==> src/rtl/ifu_pkg.sv <==
// ---------------------------------------------------------------------------
// ifu_pkg
//   Shared definitions for the instruction fetch unit: fetch FSM state
//   encoding, default reset PC, the NOP word substituted on faults, the
//   instruction/PC widths, and a small alignment helper.
//   No ports (package).
// ---------------------------------------------------------------------------
package ifu_pkg;

    localparam int          IFU_PC_W     = 32;
    localparam int          IFU_INST_W   = 32;
    localparam logic [31:0] IFU_RESET_PC = 32'h8000_0000;

    // addi x0, x0, 0 -- what decode sees in place of a faulting fetch
    localparam logic [31:0] IFU_NOP_INST = 32'h0000_0013;

    // S_REQ  : request phase, address driven from pc
    // S_WAIT : one request outstanding, waiting for its response
    // S_HOLD : fetched instruction presented to decode
    typedef enum logic [1:0] {
        S_REQ  = 2'd0,
        S_WAIT = 2'd1,
        S_HOLD = 2'd2
    } ifu_state_e;

    // Instructions are 32-bit, so any PC with low bits set is misaligned.
    function automatic logic pc_aligned(input logic [1:0] pc_low);
        return pc_low == 2'b00;
    endfunction

endpackage

==> src/rtl/ifu.sv <==
// ---------------------------------------------------------------------------
// ifu
//   Instruction fetch unit for the multi-cycle core. Owns the PC, issues one
//   32-bit fetch at a time over a request/response memory port and presents
//   {inst, pc, fault} to decode over valid/ready. Redirects (branch, jump,
//   trap) arrive from execute as a one-cycle strobe.
//
// Ports:
//   clk_i             in   clock
//   rst_n_i           in   asynchronous active-low reset
//   redirect_valid_i  in   execute redirect strobe (one cycle)
//   redirect_pc_i     in   redirect target
//   imem_req_valid_o  out  fetch request valid
//   imem_req_ready_i  in   memory accepts the request
//   imem_req_addr_o   out  fetch address
//   imem_rsp_valid_i  in   response valid (memory is never back-pressured)
//   imem_rsp_data_i   in   instruction word
//   imem_rsp_err_i    in   access fault on this response
//   if_valid_o        out  instruction valid to decode
//   if_ready_i        in   decode accepts
//   if_inst_o         out  instruction word (NOP_INST on a fault)
//   if_pc_o           out  PC of if_inst_o
//   if_fault_o        out  bus error or misaligned PC
// ---------------------------------------------------------------------------
module ifu
    import ifu_pkg::*;
#(
    parameter int                PC_W     = IFU_PC_W,
    parameter logic [PC_W-1:0]   RESET_PC = PC_W'(IFU_RESET_PC),
    parameter logic [31:0]       NOP_INST = IFU_NOP_INST
) (
    input  logic                  clk_i,
    input  logic                  rst_n_i,
    input  logic                  redirect_valid_i,
    input  logic [PC_W-1:0]       redirect_pc_i,
    output logic                  imem_req_valid_o,
    input  logic                  imem_req_ready_i,
    output logic [PC_W-1:0]       imem_req_addr_o,
    input  logic                  imem_rsp_valid_i,
    input  logic [IFU_INST_W-1:0] imem_rsp_data_i,
    input  logic                  imem_rsp_err_i,
    output logic                  if_valid_o,
    input  logic                  if_ready_i,
    output logic [IFU_INST_W-1:0] if_inst_o,
    output logic [PC_W-1:0]       if_pc_o,
    output logic                  if_fault_o
);

    ifu_state_e      state;
    logic [PC_W-1:0] pc;
    // Set when a redirect lands while a fetch is in flight: the response
    // still has to be consumed, but its data belongs to the old path.
    logic            kill;

    logic [PC_W-1:0] pc_next_seq;
    assign pc_next_seq = pc + PC_W'(4);

    // The request side decodes straight from state and pc so the address is
    // visible in the same cycle the FSM enters S_REQ. A misaligned pc never
    // reaches memory; it is turned into a fault locally. The request is also
    // held off while reset is asserted, because the reset state is S_REQ.
    always_comb begin
        imem_req_valid_o = rst_n_i && (state == S_REQ) && pc_aligned(pc[1:0]);
        imem_req_addr_o  = pc;
    end

    // Fetch FSM plus the decode-facing output register. The if_* outputs
    // only change on entry to S_HOLD (load) or on leaving it (valid drop),
    // which keeps them stable while decode stalls.
    always_ff @(posedge clk_i or negedge rst_n_i) begin
        if (!rst_n_i) begin
            state      <= S_REQ;
            pc         <= RESET_PC;
            kill       <= 1'b0;
            if_valid_o <= 1'b0;
            if_inst_o  <= '0;
            if_pc_o    <= '0;
            if_fault_o <= 1'b0;
        end else begin
            case (state)
                S_REQ: begin
                    if (!pc_aligned(pc[1:0])) begin
                        // A redirect arriving now supersedes the bad pc, so
                        // the fault is only raised if nobody steers away.
                        if (redirect_valid_i) begin
                            pc <= redirect_pc_i;
                        end else begin
                            if_inst_o  <= NOP_INST;
                            if_pc_o    <= pc;
                            if_fault_o <= 1'b1;
                            if_valid_o <= 1'b1;
                            pc         <= pc_next_seq;
                            state      <= S_HOLD;
                        end
                    end else if (imem_req_ready_i) begin
                        state <= S_WAIT;
                        if (redirect_valid_i) begin
                            kill <= 1'b1;
                            pc   <= redirect_pc_i;
                        end
                    end else if (redirect_valid_i) begin
                        pc <= redirect_pc_i;
                    end
                end

                S_WAIT: begin
                    if (imem_rsp_valid_i) begin
                        if (kill || redirect_valid_i) begin
                            // Stale response: drop it. pc already holds the
                            // redirect target when kill was set earlier.
                            kill  <= 1'b0;
                            state <= S_REQ;
                            if (redirect_valid_i) begin
                                pc <= redirect_pc_i;
                            end
                        end else begin
                            if_inst_o  <= imem_rsp_err_i ? NOP_INST : imem_rsp_data_i;
                            if_fault_o <= imem_rsp_err_i;
                            if_pc_o    <= pc;
                            if_valid_o <= 1'b1;
                            pc         <= pc_next_seq;
                            state      <= S_HOLD;
                        end
                    end else if (redirect_valid_i) begin
                        kill <= 1'b1;
                        pc   <= redirect_pc_i;
                    end
                end

                S_HOLD: begin
                    // Decode flushes on the redirect strobe itself, so a
                    // same-cycle if_ready_i handshake does not count.
                    if (redirect_valid_i) begin
                        if_valid_o <= 1'b0;
                        pc         <= redirect_pc_i;
                        state      <= S_REQ;
                    end else if (if_ready_i) begin
                        if_valid_o <= 1'b0;
                        state      <= S_REQ;
                    end
                end

                default: begin
                    state <= S_REQ;
                end
            endcase
        end
    end

endmodule

==> config.mk <==
export PLATFORM = sky130hd
export DESIGN_NAME = ifu
export DESIGN_NICKNAME = d
export VERILOG_FILES = /design/src/rtl/ifu_pkg.sv /design/src/rtl/ifu.sv
export SDC_FILE = /design/constraint.sdc
export NUM_CORES = 1
export LEC_CHECK = 0
export CORE_MARGIN = 1
export CORE_UTILIZATION = 49
export DETAILED_ROUTE_END_ITERATION = 7
export PLACE_DENSITY_LB_ADDON = 0.05
export SLEW_MARGIN = 40
export SYNTH_ARGS = -nofsm -noshare
export SYNTH_HDL_FRONTEND = slang
export SYNTH_SLANG_ARGS = --single-unit
==> constraint.sdc <==
create_clock -name clk_i -period 5.1 [get_ports clk_i]
set_input_delay 0.51 -clock clk_i [delete_from_list [all_inputs] [get_ports clk_i]]
set_output_delay 0.51 -clock clk_i [all_outputs]
set_load 0.02 [all_outputs]
# Word-level counts from Yosys, hierarchy flattened
# Index checks and enable logic that the tools add are counted.
# W data, S select, Z words.
op_classes:
  n_eq_ne: 12
  n_reduce_logical: 11
  muxes: 41
  n_addsub: 1
ops:
  columns: ["op", "count"]
  rows:
  - ["$mux W32", 14]
  - ["$pmux W32 S2", 2]
  - ["$pmux W32 S3", 1]
  - ["$add A32 B3 Y32 const B", 1]
  - ["$mux W2", 7]
  - ["$mux W1", 13]
  - ["$ne A2 B2 Y1 const B", 5]
  - ["$ne A3 B3 Y1 const B", 3]
  - ["$reduce_and A4 Y1", 2]
  - ["$pmux W2 S3", 1]
  - ["$reduce_and A6 Y1", 1]
  - ["$reduce_and A5 Y1", 1]
  - ["$logic_not A2 Y1", 2]
  - ["$pmux W1 S2", 2]
  - ["$ne A3 B2 Y1 const B", 1]
  - ["$pmux W1 S3", 1]
  - ["$reduce_bool A3 Y1", 1]
  - ["$eq A2 B1 Y1 const B", 1]
  - ["$eq A2 B2 Y1 const B", 1]
  - ["$logic_and A1 B1 Y1", 2]
  - ["$ne A2 B1 Y1 const B", 1]
  - ["$reduce_bool A2 Y1", 1]
  - ["$logic_or A1 B1 Y1", 1]
word_totals:
  ff_bits: 101

# Longest topological paths before layout
# Gate-level depths: netlist of the first run.
depth:
  ltp_word: 4
  ltp_mapped: 9
  mapped_depth_nobuf: 7

# Least setup slack after synthesis of the first run
# OpenSTA, ideal clock, no wires.
synth_path:
  path_type: "register to register"
  from: "reg pc[2], in the netlist imem_req_addr_o[2]"
  to: "reg pc[28], in the netlist imem_req_addr_o[28]"
  required_time_ps: 4974
  arrival_time_ps: 2148
  path_stages_with_launch: 7
  n_path_buf: 0
  path_slack_ps: 2826
  path_cell_list: "dfrtp_1 ha_1 nand4_2 or4_1 o31ai_1 o21ai_1 a221o_2"
synth_between:
  elab_chain_cells: 4
  elab_cells_between_ends: 6
  cone_classes: "add/sub (1); mux (5)"
synth_rtl:
  columns: ["element", "line", "rtl"]
  rows:
  - ["start: declaration", "ifu.sv:50", "logic [PC_W-1:0] pc;"]
  - ["start signal: assignment", "ifu.sv:86", "pc <= redirect_pc_i;"]
  - ["start signal: assignment", "ifu.sv:92", "pc <= pc_next_seq;"]
  - ["start signal: assignment", "ifu.sv:99", "pc <= redirect_pc_i;"]
  - ["$add A32 B3 Y32 *", "ifu.sv:56", "assign pc_next_seq = pc + PC_W'(4);"]
  - ["$mux W32 (on tied branches)", "ifu.sv:108, ifu.sv:85", null]
  - ["$mux W32 (on tied branches)", "ifu.sv:107, ifu.sv:82", null]
  - ["$pmux W32 S3 *", "ifu.sv:80", "case (state)"]
# Every way passes the cells marked *; elsewhere a longest branch is shown, timed or not.
# A chain may end at the register's enable or synchronous reset.

# Worst setup path after layout of the first run
layout_path:
  from: "reg state[0]"
  to: "reg pc[19], in the netlist imem_req_addr_o[19]"
layout_between:
  elab_chain_cells: 2
  elab_cells_between_ends: 5
  cone_classes: "eq/ne (2); mux (1); reduce/logical (2)"
layout_rtl:
  columns: ["element", "line", "rtl"]
  rows:
  - ["start: declaration", "ifu.sv:49", "ifu_state_e state;"]
  - ["start signal: assignment", "ifu.sv:72", "state <= S_REQ;"]
  - ["start signal: assignment", "ifu.sv:93", "state <= S_HOLD;"]
  - ["start signal: assignment", "ifu.sv:96", "state <= S_WAIT;"]
  - ["$eq A2 B2 Y1, or another cell as far along", "ifu.sv:80", null]
  - ["$pmux W32 S3 / $reduce_bool A3 Y1 (equally long branches)", null, null]
# Several ways; a longest one is shown, not always the timed one.

==> metrics.txt, run 1 <==
worst-margin pin slew 0.763 ns; top sig layer met4; post-route antenna net violation count 0; CTS buffer count 9; Syn. warnings 0; Overall Global Routing Usage 0.302; status completed; Filler cells 777; total core area 9770 um2; Max Transition Viols Final 0; Worst Setup End Kind register; Synth area leaders dfrtp_1 (51%), nand2_1 (8.7%), a22o_1 (6.0%); clock sink count 101; clock slew at reported path FFs 0.10 ns; Seq/Total Area, Yosys 0.512; largest net degree at the start of global routing 74; slowest CP cell ha_1; critical path's top delay family compound AO/OA/AOI/OAI gates; synthesis-to-layout area growth 41.3%; Top Ports 170; die width 102 um; Die ar. 10,500 um2; fin worst setup slack 2.41 ns; # diodes 0; HPWL Detailed 10,600 um; Slew HR 0.490; DR WL met2 7250 um; WHS 0.0428 ns; Initial Utilization 0.505; initial drt markers 320; Mean Syn Cell Area 9.30 um2; setup TNS 0 ns; final wirelength 15,000 um; hold_buf cts 0; total power 3.73 mW; CP required 5.36 ns; Mapped Area 4940 um2; part of the cycle the worst path needs 0.527; Post-CTS Resized 0; grt total ovfl 0; Critical Path AT 2.95 ns; Die Ht 102 um; R2R Setup Slk 2.41 ns; 1st-pass router iterations 5; DRC violation count after routing 0; Rows 36; Crit path largest cell delay 0.54 ns; initial antenna violation count 0; Final Hold Fails 0; postcts setup bufs 0; Routed WL per cell 18.2 um; Root Driver clkbuf_8; Finished Cell Area 6980 um2; GPL Wtd Cong 0.882; WL met3 1080 um; Max Buffers Root-to-Sink 2; area post-placement 6780 um2; Final setup viols 0; P_leak 3.01 nW; CTS tree built; Layout Skew 0.00909 ns; WP buf/inv 1; Synth Register Bits 101; Synth Instances 531; max_cap viols 0; Port Buffers 169; startpoint class of the critical path register; Hold Crit Class input port to asynchronous set/reset pin; FMAX 372 MHz; H-tree Lvls 3; VDD IR-drop max 0.000345 V; CP Cell Sequence inv_1, ha_1, nor2b_1, o21ai_1, a21o_1, o311ai_0, nand2_1; post-synth top area share 0.507; vias per cell 5.98; post-synthesis net count 607; pwr dens 535 nW/um2; crit path max fanout 20; vias post-DR 4,925; fin crit period 2.69 ns; RSZ-0062 raised after global routing false; fraction of layout cells with a size suffix above 1 0.0580; met1 WL 6390 um; post-synth top area cell dfrtp_1; EDFF count, synth 0; Skew-Pair Late Insertion Delay 0.38 ns; Layout Nets 762; DP Worst Slack 1.85 ns; ys async rst share 1.00; ys flop type dfrtp_1; worst setup path category register to register; Distinct cells, synth 60; first-pass GRT wire length 24,100 um; vias in the first global route 4,794
layer usage:
layer | vias up | track usage
met5 | - | 0
met4 | 0 | 0.0901
met3 | 26 | 0.0746
met2 | 217 | 0.480
met1 | 2424 | 0.409
li1 | 2258 | -
sequential cells by signal, indices dropped and copies added (netlist names):
signal / cells
if_inst_o: 32
state: 2
if_fault_o: 1
if_valid_o: 1
kill: 1
if_pc_o: 32
imem_req_addr_o: 32
stage by stage:
step | util | std cells
global route | 0.714 | 823
CTS | 0.713 | 823
detailed placement | 0.694 | 808
floorplan | - | 531
global placement | 0.687 | 805
finish | 0.714 | 823
Yosys cell counts, types with 3 or more instances:
master / n
and2_1: 3
a32oi_1: 4
buf_2: 3
a21o_1: 3
a22o_1: 34
nand3_1: 12
a21oi_1: 15
a22oi_1: 12
a31oi_1: 11
nand2_1: 114
o22a_1: 3
o21ai_0: 40
a211oi_1: 3
nor4_1: 3
inv_1: 14
nor3_1: 7
and3_1: 9
ha_1: 5
nor2_1: 31
nor2b_1: 3
o211ai_1: 5
clkbuf_1: 30
mux2i_1: 4
dfrtp_1: 100
o311ai_0: 5
nand4_1: 15
cells by family after synthesis:
logic type,count (synthesis),synth area share
buf+inv,48,0.0375
flops,101,0.512
compound gates,164,0.236
simple gates,208,0.191
mux,5,0.0104
fa+ha+maj,5,0.0127
cell usage in the layout (no fill, tap or decap), types with 3 or more instances in the layout:
cell type / synthesis / final
inv_1: 14 / 14
a21oi_1: 15 / 15
o211ai_1: 5 / 5
ha_1: 5 / 5
nand3_1: 12 / 12
buf_4: 0 / 6
dfrtp_1: 100 / 100
nor3_1: 7 / 7
nor2b_1: 3 / 3
nand2_1: 114 / 114
a31oi_1: 11 / 11
nand4_1: 15 / 15
o311ai_0: 5 / 5
and3_1: 9 / 9
clkdlybuf4s50_1: 0 / 167
and2_1: 3 / 3
a211oi_1: 3 / 3
nor2_1: 31 / 30
a32oi_1: 4 / 4
clkbuf_8: 0 / 9
nor4_1: 3 / 3
a22o_1: 34 / 34
o21ai_0: 40 / 40
a22oi_1: 12 / 12
o22a_1: 3 / 3
clkinvlp_4: 0 / 3
mux2i_1: 4 / 4
a21o_1: 3 / 3
worst paths after layout:
check	startpoint	to	cells past startpoint
min in group clk_i	if_pc_o[28]	if_pc_o[28]	2
worst max-delay path	state[0]	imem_req_addr_o[19]	7
worst min register to register	if_pc_o[28]	if_pc_o[28]	2
max in group asynchronous	rst_n_i	imem_req_addr_o[16]	2
worst max register to register	state[0]	imem_req_addr_o[19]	7
worst min-delay path	rst_n_i	if_inst_o[8]	1
final cells by class:
class	instances	area, um2	area share
repair buffers	178	1790	0.256
well taps	133	166	0.0238
clock inverters	5	61.3	0.00879
flip-flops and latches	101	2530	0.362
inverters	14	52.6	0.00753
clock buffers	10	128	0.0183
multi-input cells	382	2260	0.323
power by group:
part / internal, mW / switching, mW / total, mW
Sequential: 1.03 / 0.283 / 1.31
Combinational: 0.809 / 1.10 / 1.91
Clock: 0.226 / 0.286 / 0.512
Note: power is estimated with default switching activity, not from simulation.
==> run 2, diff against run 1 <==
--- a/config.mk
+++ b/config.mk
@@ -6,7 +6,7 @@
 export NUM_CORES = 1
 export LEC_CHECK = 0
 export CORE_MARGIN = 1
-export CORE_UTILIZATION = 49
+export CORE_UTILIZATION = 41
 export DETAILED_ROUTE_END_ITERATION = 7
 export PLACE_DENSITY_LB_ADDON = 0.05
 export SLEW_MARGIN = 40
==> constraint.sdc (replaced) <==
create_clock -name clk_i -period 2.45 [get_ports clk_i]
set_input_delay 0.245 -clock clk_i [delete_from_list [all_inputs] [get_ports clk_i]]
set_output_delay 0.245 -clock clk_i [all_outputs]
set_load 0.02 [all_outputs]
==> run 2 against run 1 <==
Compared with the run above: the run now ends with DRC, hold timing left; first-iteration DRC count rose by 25%; die area rose by 19%; count of clock-buffer cells in the layout rose by 1; sequential share of layout area fell by 1.4 points; clock skew rose by 0.0025 ns; utilization fell by 8.7 points; largest power group unchanged.
==> metrics.txt, run 2 (synthesized netlist as in run 1, its figures left out) <==
status finished, violations left (was completed); violations in the final reports DRC, hold timing; Hold Crit Class input port to asynchronous set/reset pin (unchanged); Final Hold Fails 10 (was 0); Worst Setup End Kind register (unchanged); most frequent cells in the layout clkdlybuf4s50_1 (168), nand2_1 (114), dfrtp_1 (100), o21ai_0 (40), a22o_1 (34) (was clkdlybuf4s50_1 (167), nand2_1 (114), dfrtp_1 (100), o21ai_0 (40), a22o_1 (34)); fin worst setup slack 0.122 ns (was 2.41 ns); worst setup path category register to register (unchanged); Initial Utilization 0.427 (was 0.505); RSZ-0062 raised after global routing false (unchanged); Register Area 2530 um2 (unchanged); initial drt markers 400 (was 320); startpoint class of the critical path register (unchanged); CP required 2.68 ns (was 5.36 ns); critical path's top delay family compound AO/OA/AOI/OAI gates (unchanged); Top Ports 170 (unchanged); FMAX 430 MHz (was 372 MHz); largest net degree at the start of global routing 102 (was 74); post-route antenna net violation count 0 (unchanged); slowest CP cell ha_1 (unchanged); Crit path largest cell delay 0.41 ns (was 0.54 ns); crit path max fanout 20 (unchanged); vias in the first global route 4,947 (was 4,794); final wirelength 15,500 um (was 15,000 um); Root Driver clkbuf_16 (was clkbuf_8); max_cap viols 0 (unchanged); fin crit period 2.33 ns (was 2.69 ns); total power 8.36 mW (was 3.73 mW); first-pass GRT wire length 25,600 um (was 24,100 um); Die Ht 112 um (was 102 um); P_leak 3.16 nW (was 3.01 nW); Layout Skew 0.0116 ns (was 0.00909 ns); 1st-pass router iterations 8 (was 5); part of the cycle the worst path needs 0.950 (was 0.527); # diodes 0 (unchanged); vias post-DR 4,885 (was 4,925); grt total ovfl 0 (unchanged); Finished Cell Area 7250 um2 (was 6980 um2); Routed WL per cell 18.2 um (about the same); Port Buffers 169 (unchanged); Critical Path AT 2.56 ns (was 2.95 ns); pwr dens 1150 nW/um2 (was 535 nW/um2); GPL Wtd Cong 0.840 (was 0.882); DRC violation count after routing 8 (was 0); postcts setup bufs 0 (unchanged); Die ar. 12,500 um2 (was 10,500 um2); Post-Place Cells 838 (was 808); VDD IR-drop max 0.000453 V (was 0.000345 V); initial antenna violation count 0 (unchanged); Overall Global Routing Usage 0.263 (was 0.302); clock slew at reported path FFs 0.07 ns (was 0.10 ns); Layout Nets 782 (was 762); WP buf/inv 1 (unchanged); HPWL Detailed 11,000 um (was 10,600 um); Skew-Pair Late Insertion Delay 0.36 ns (was 0.38 ns); total core area 11,600 um2 (was 9770 um2); worst-margin pin slew 0.767 ns (was 0.763 ns); area post-placement 6940 um2 (was 6780 um2); Slew HR 0.489 (was 0.490); setup TNS 0 ns (unchanged); CP Cell Sequence inv_1, ha_1, o21bai_1, and2_1, a21o_2, a221oi_1, o22ai_1 (was inv_1, ha_1, nor2b_1, o21ai_1, a21o_1, o311ai_0, nand2_1); H-tree Lvls 3 (unchanged); non-filler instance count after layout 854 (was 823); clock sink count 101 (unchanged); Filler cells 1,021 (was 777); WHS -0.0115 ns (was 0.0428 ns); synthesis-to-layout area growth 46.8% (was 41.3%); DP Worst Slack 0.124 ns (was 1.85 ns); fin util 0.627 (was 0.714); Multi-input gate area 2240 um2 (was 2260 um2); Max Buffers Root-to-Sink 2 (unchanged); vias per cell 5.72 (was 5.98); Max Transition Viols Final 0 (unchanged); fraction of layout cells with a size suffix above 1 0.0872 (was 0.0580); Rows 39 (was 36); CTS tree built (unchanged); most common cell after layout, fill and taps aside clkdlybuf4s50_1 (unchanged); Final setup viols 0 (unchanged); die width 112 um (was 102 um); CTS buffer count 9 (unchanged)
==> run 2: cell types whose count changed in the layout (fill, tap and decap cells not counted), sizes merged <==
| cell | delta |
|---|---|
| buf | +19 |
| clkbuf | +1 |
| clkdlybuf4s50 | +1 |
| clkinv | +1 |
| clkinvlp | -2 |
| inv | +1 |
==> run 2: area by class of cell <==
class / count / share of cell area
flip-flops and latches: 101 / 0.349
repair buffers: 198 / 0.268
clock buffers: 11 / 0.0335
well taps: 143 / 0.0247
inverters: 14 / 0.00725
multi-input cells: 382 / 0.309
clock inverters: 5 / 0.00914
==> run 2: worst paths after layout <==
check,start,endpoint,slack (ns),cells after the start
setup / recovery,state[0],imem_req_addr_o[5],0.12,7
hold / removal,rst_n_i,if_pc_o[25],-0.01,2
setup reg to reg,state[0],imem_req_addr_o[5],0.12,7
hold reg to reg,if_pc_o[26],if_pc_o[26],0.47,2
max in group asynchronous,rst_n_i,imem_req_addr_o[3],2.04,2
min in group clk_i,redirect_pc_i[31],imem_req_addr_o[31],0.43,3
==> run 2: metal layers <==
metal,up-vias,global-route usage,part of all wire
li1,2291,-,-
met5,-,0,0
met2,193,0.416,0.47
met1,2378,0.343,0.44
met3,23,0.0626,0.073
met4,0,0.114,0.019
==> run 2: worst reg2reg max path, cell delays in order, from the launching register on <==
cell      delay [ns]
dfrtp_1         0.38
inv_1           0.10
ha_1            0.41
o21bai_1        0.25
and2_1          0.21
a21o_2          0.36
a221oi_1        0.36
o22ai_1         0.14
==> run 2: repair_timing <==
item,CTS,global route
setup endpoints to repair,0,6
resized for setup,0,2
hold buffers,0,0
==> run 2: report_power, final <==
| group | internal, mW | switching, mW |
|---|---|---|
| combinational | 1.80 | 2.40 |
| sequential | 2.15 | 0.506 |
| clock | 0.834 | 0.673 |
==> run 3, diff against run 2 <==
--- a/config.mk
+++ b/config.mk
@@ -5,9 +5,13 @@
 export SDC_FILE = /design/constraint.sdc
 export NUM_CORES = 1
 export LEC_CHECK = 0
+export CELL_PAD_IN_SITES_DETAIL_PLACEMENT = 0
+export CELL_PAD_IN_SITES_GLOBAL_PLACEMENT = 1
+export CORE_ASPECT_RATIO = 1.2
 export CORE_MARGIN = 1
-export CORE_UTILIZATION = 41
+export CORE_UTILIZATION = 30
 export DETAILED_ROUTE_END_ITERATION = 7
+export MAX_ROUTING_LAYER = met4
 export PLACE_DENSITY_LB_ADDON = 0.05
 export SLEW_MARGIN = 40
 export SYNTH_ARGS = -nofsm -noshare
==> run 3 against run 2 <==
Compared with the run above: the run now ends clean; first-iteration DRC count shrank 28%; setup slack gained 0.069 ns; critical path type is now register to output port; cell count grew 9.6%; sequential power is essentially flat; utilization shrank 17 points; critical path depth shrank 3; worst hold slack gained 0.016 ns.
==> metrics.txt, run 3 (synthesized netlist as in run 1, its figures left out) <==
status completed (was finished, violations left); clock sink count 101 (unchanged); clock slew at reported path FFs 0.07 ns (about the same); synthesis-to-layout area growth 50.5% (was 46.8%); fin util 0.460 (was 0.627); Layout Nets 795 (was 782); Overall Global Routing Usage 0.211 (was 0.263); fin crit period 2.26 ns (was 2.33 ns); Worst Setup End Kind output port (was register); vias in the first global route 5,012 (was 4,947); setup TNS 0 ns (unchanged); P_leak 3.22 nW (was 3.16 nW); Initial Utilization 0.306 (was 0.427); max_cap viols 0 (unchanged); Max Transition Viols Final 0 (unchanged); FMAX 443 MHz (was 430 MHz); Skew-Pair Late Insertion Delay 0.36 ns (about the same); vias per cell 5.19 (was 5.72); GPL Wtd Cong 0.865 (was 0.840); Routed WL per cell 17.7 um (was 18.2 um); startpoint class of the critical path register (unchanged); CP required 2.20 ns (was 2.68 ns); Filler cells 1,588 (was 1,021); crit path max fanout 7 (was 20); Port Buffers 169 (unchanged); Rows 51 (was 39); RSZ-0062 raised after global routing false (unchanged); Final Hold Fails 0 (was 10); Clk pwr share 0.172 (was 0.180); initial drt markers 288 (was 400); VDD IR-drop max 0.000413 V (was 0.000453 V); Sw Share 0.427 (was 0.428); cell internal pwr 4.81 mW (was 4.79 mW); H-tree Lvls 3 (unchanged); part of the cycle the worst path needs 0.922 (was 0.950); HPWL Detailed 12,100 um (was 11,000 um); Die ar. 17,000 um2 (was 12,500 um2); Root Driver clkbuf_16 (unchanged); CTS tree built (unchanged); non-filler instance count after layout 936 (was 854); Top Ports 170 (unchanged); Critical Path AT 2.01 ns (was 2.56 ns); CTS buffer count 9 (unchanged); Max Buffers Root-to-Sink 2 (unchanged); Post-Place Cells 920 (was 838); worst-margin pin slew 0.702 ns (was 0.767 ns); Final setup viols 0 (unchanged); hold_buf cts 0 (unchanged); post-route antenna net violation count 0 (unchanged); worst reg-to-reg path cell count 9 (was 7); most common cell after layout, fill and taps aside clkdlybuf4s50_1 (unchanged); total core area 16,100 um2 (was 11,600 um2); worst setup path category register to output port (was register to register); Die Ht 143 um (was 112 um); DRC violation count after routing 0 (was 8); P_sw 3.58 mW (about the same); fraction of layout cells with a size suffix above 1 0.104 (was 0.0872); grt total ovfl 0 (unchanged); largest net degree at the start of global routing 54 (was 102); first-pass GRT wire length 27,100 um (was 25,600 um); Layout Skew 0.00695 ns (was 0.0116 ns); die width 119 um (was 112 um); Slew HR 0.532 (was 0.489); Gate power share 0.511 (was 0.502); 1st-pass router iterations 4 (was 8); vias post-DR 4,860 (was 4,885); most frequent cells in the layout clkdlybuf4s50_1 (168), nand2_1 (114), dfrtp_1 (100), o21ai_0 (40), buf_4 (39) (was clkdlybuf4s50_1 (168), nand2_1 (114), dfrtp_1 (100), o21ai_0 (40), a22o_1 (34)); Flop pwr share 0.317 (was 0.318); area post-placement 7140 um2 (was 6940 um2); pwr dens 1130 nW/um2 (was 1150 nW/um2); final wirelength 16,600 um (was 15,500 um); Hold Crit Class input port to asynchronous set/reset pin (unchanged); Finished Cell Area 7430 um2 (was 7250 um2); initial antenna violation count 1 (was 0)
-- run 3: layout make-up --
class | instances | area [um2] | area share
Sequential cell | 101 | 2530 | 0.340
Multi-Input combinational cell | 382 | 2240 | 0.301
Antenna cell | 1 | 2.50 | 0.000337
Clock buffer | 9 | 225 | 0.0303
Timing Repair Buffer | 211 | 2050 | 0.276
Inverter | 14 | 52.6 | 0.00707
Clock inverter | 6 | 63.8 | 0.00859
Tap cell | 212 | 265 | 0.0357
-- run 3: final timing paths --
check | startpoint | to | slack (ns)
hold / removal | rst_n_i | if_inst_o[12] | 0.005
setup reg to reg | state[0] | imem_req_addr_o[30] | 0.24
hold reg to reg | if_pc_o[20] | if_pc_o[20] | 0.47
setup / recovery | state[0] | imem_req_valid_o | 0.19
min in group clk_i | redirect_pc_i[31] | imem_req_addr_o[31] | 0.46
max in group asynchronous | rst_n_i | if_pc_o[8] | 1.94
-- run 3: timing repair --
action / CTS / global route
gates resized for setup: 0 / 2
setup endpoints to repair: 0 / 10
buffers inserted: 0 / 0
-- run 3: worst max-delay path, cell delays in order (launching register included) --
cell             delay [ns]
dfrtp_1                0.40
inv_1                  0.13
ha_1                   0.32
and3_1                 0.20
clkdlybuf4s50_1        0.61
-- run 3: metal layers --
layer,up-vias,part of all wire,global-route usage
met3,14,0.047,0.0296
li1,2317,-,-
met5,-,0,-
met2,127,0.50,0.339
met4,0,0.014,0.0819
met1,2402,0.44,0.269
-- run 3: power groups by stage --
stage	clock network (mW)	registers, mW	logic, mW
finish	1.44	2.66	4.29
global route	1.55	2.74	4.70
CTS	1.49	2.67	4.34
detailed placement	0	2.69	4.32
global placement	0	2.68	4.28
floorplan	0	3.12	1.77
-- run 3: stage by stage --
stage | hold WS, ns | setup slack [ns] | power [mW]
CTS | 0.0427 | 0.0505 | 8.49
detailed placement | 0.429 | 0.150 | 7.02
global route | 0.0694 | 0.0412 | 9.00
floorplan | -0.0506 | 0.176 | 4.89
global placement | 0.424 | 0.159 | 6.96
finish | 0.00456 | 0.191 | 8.38
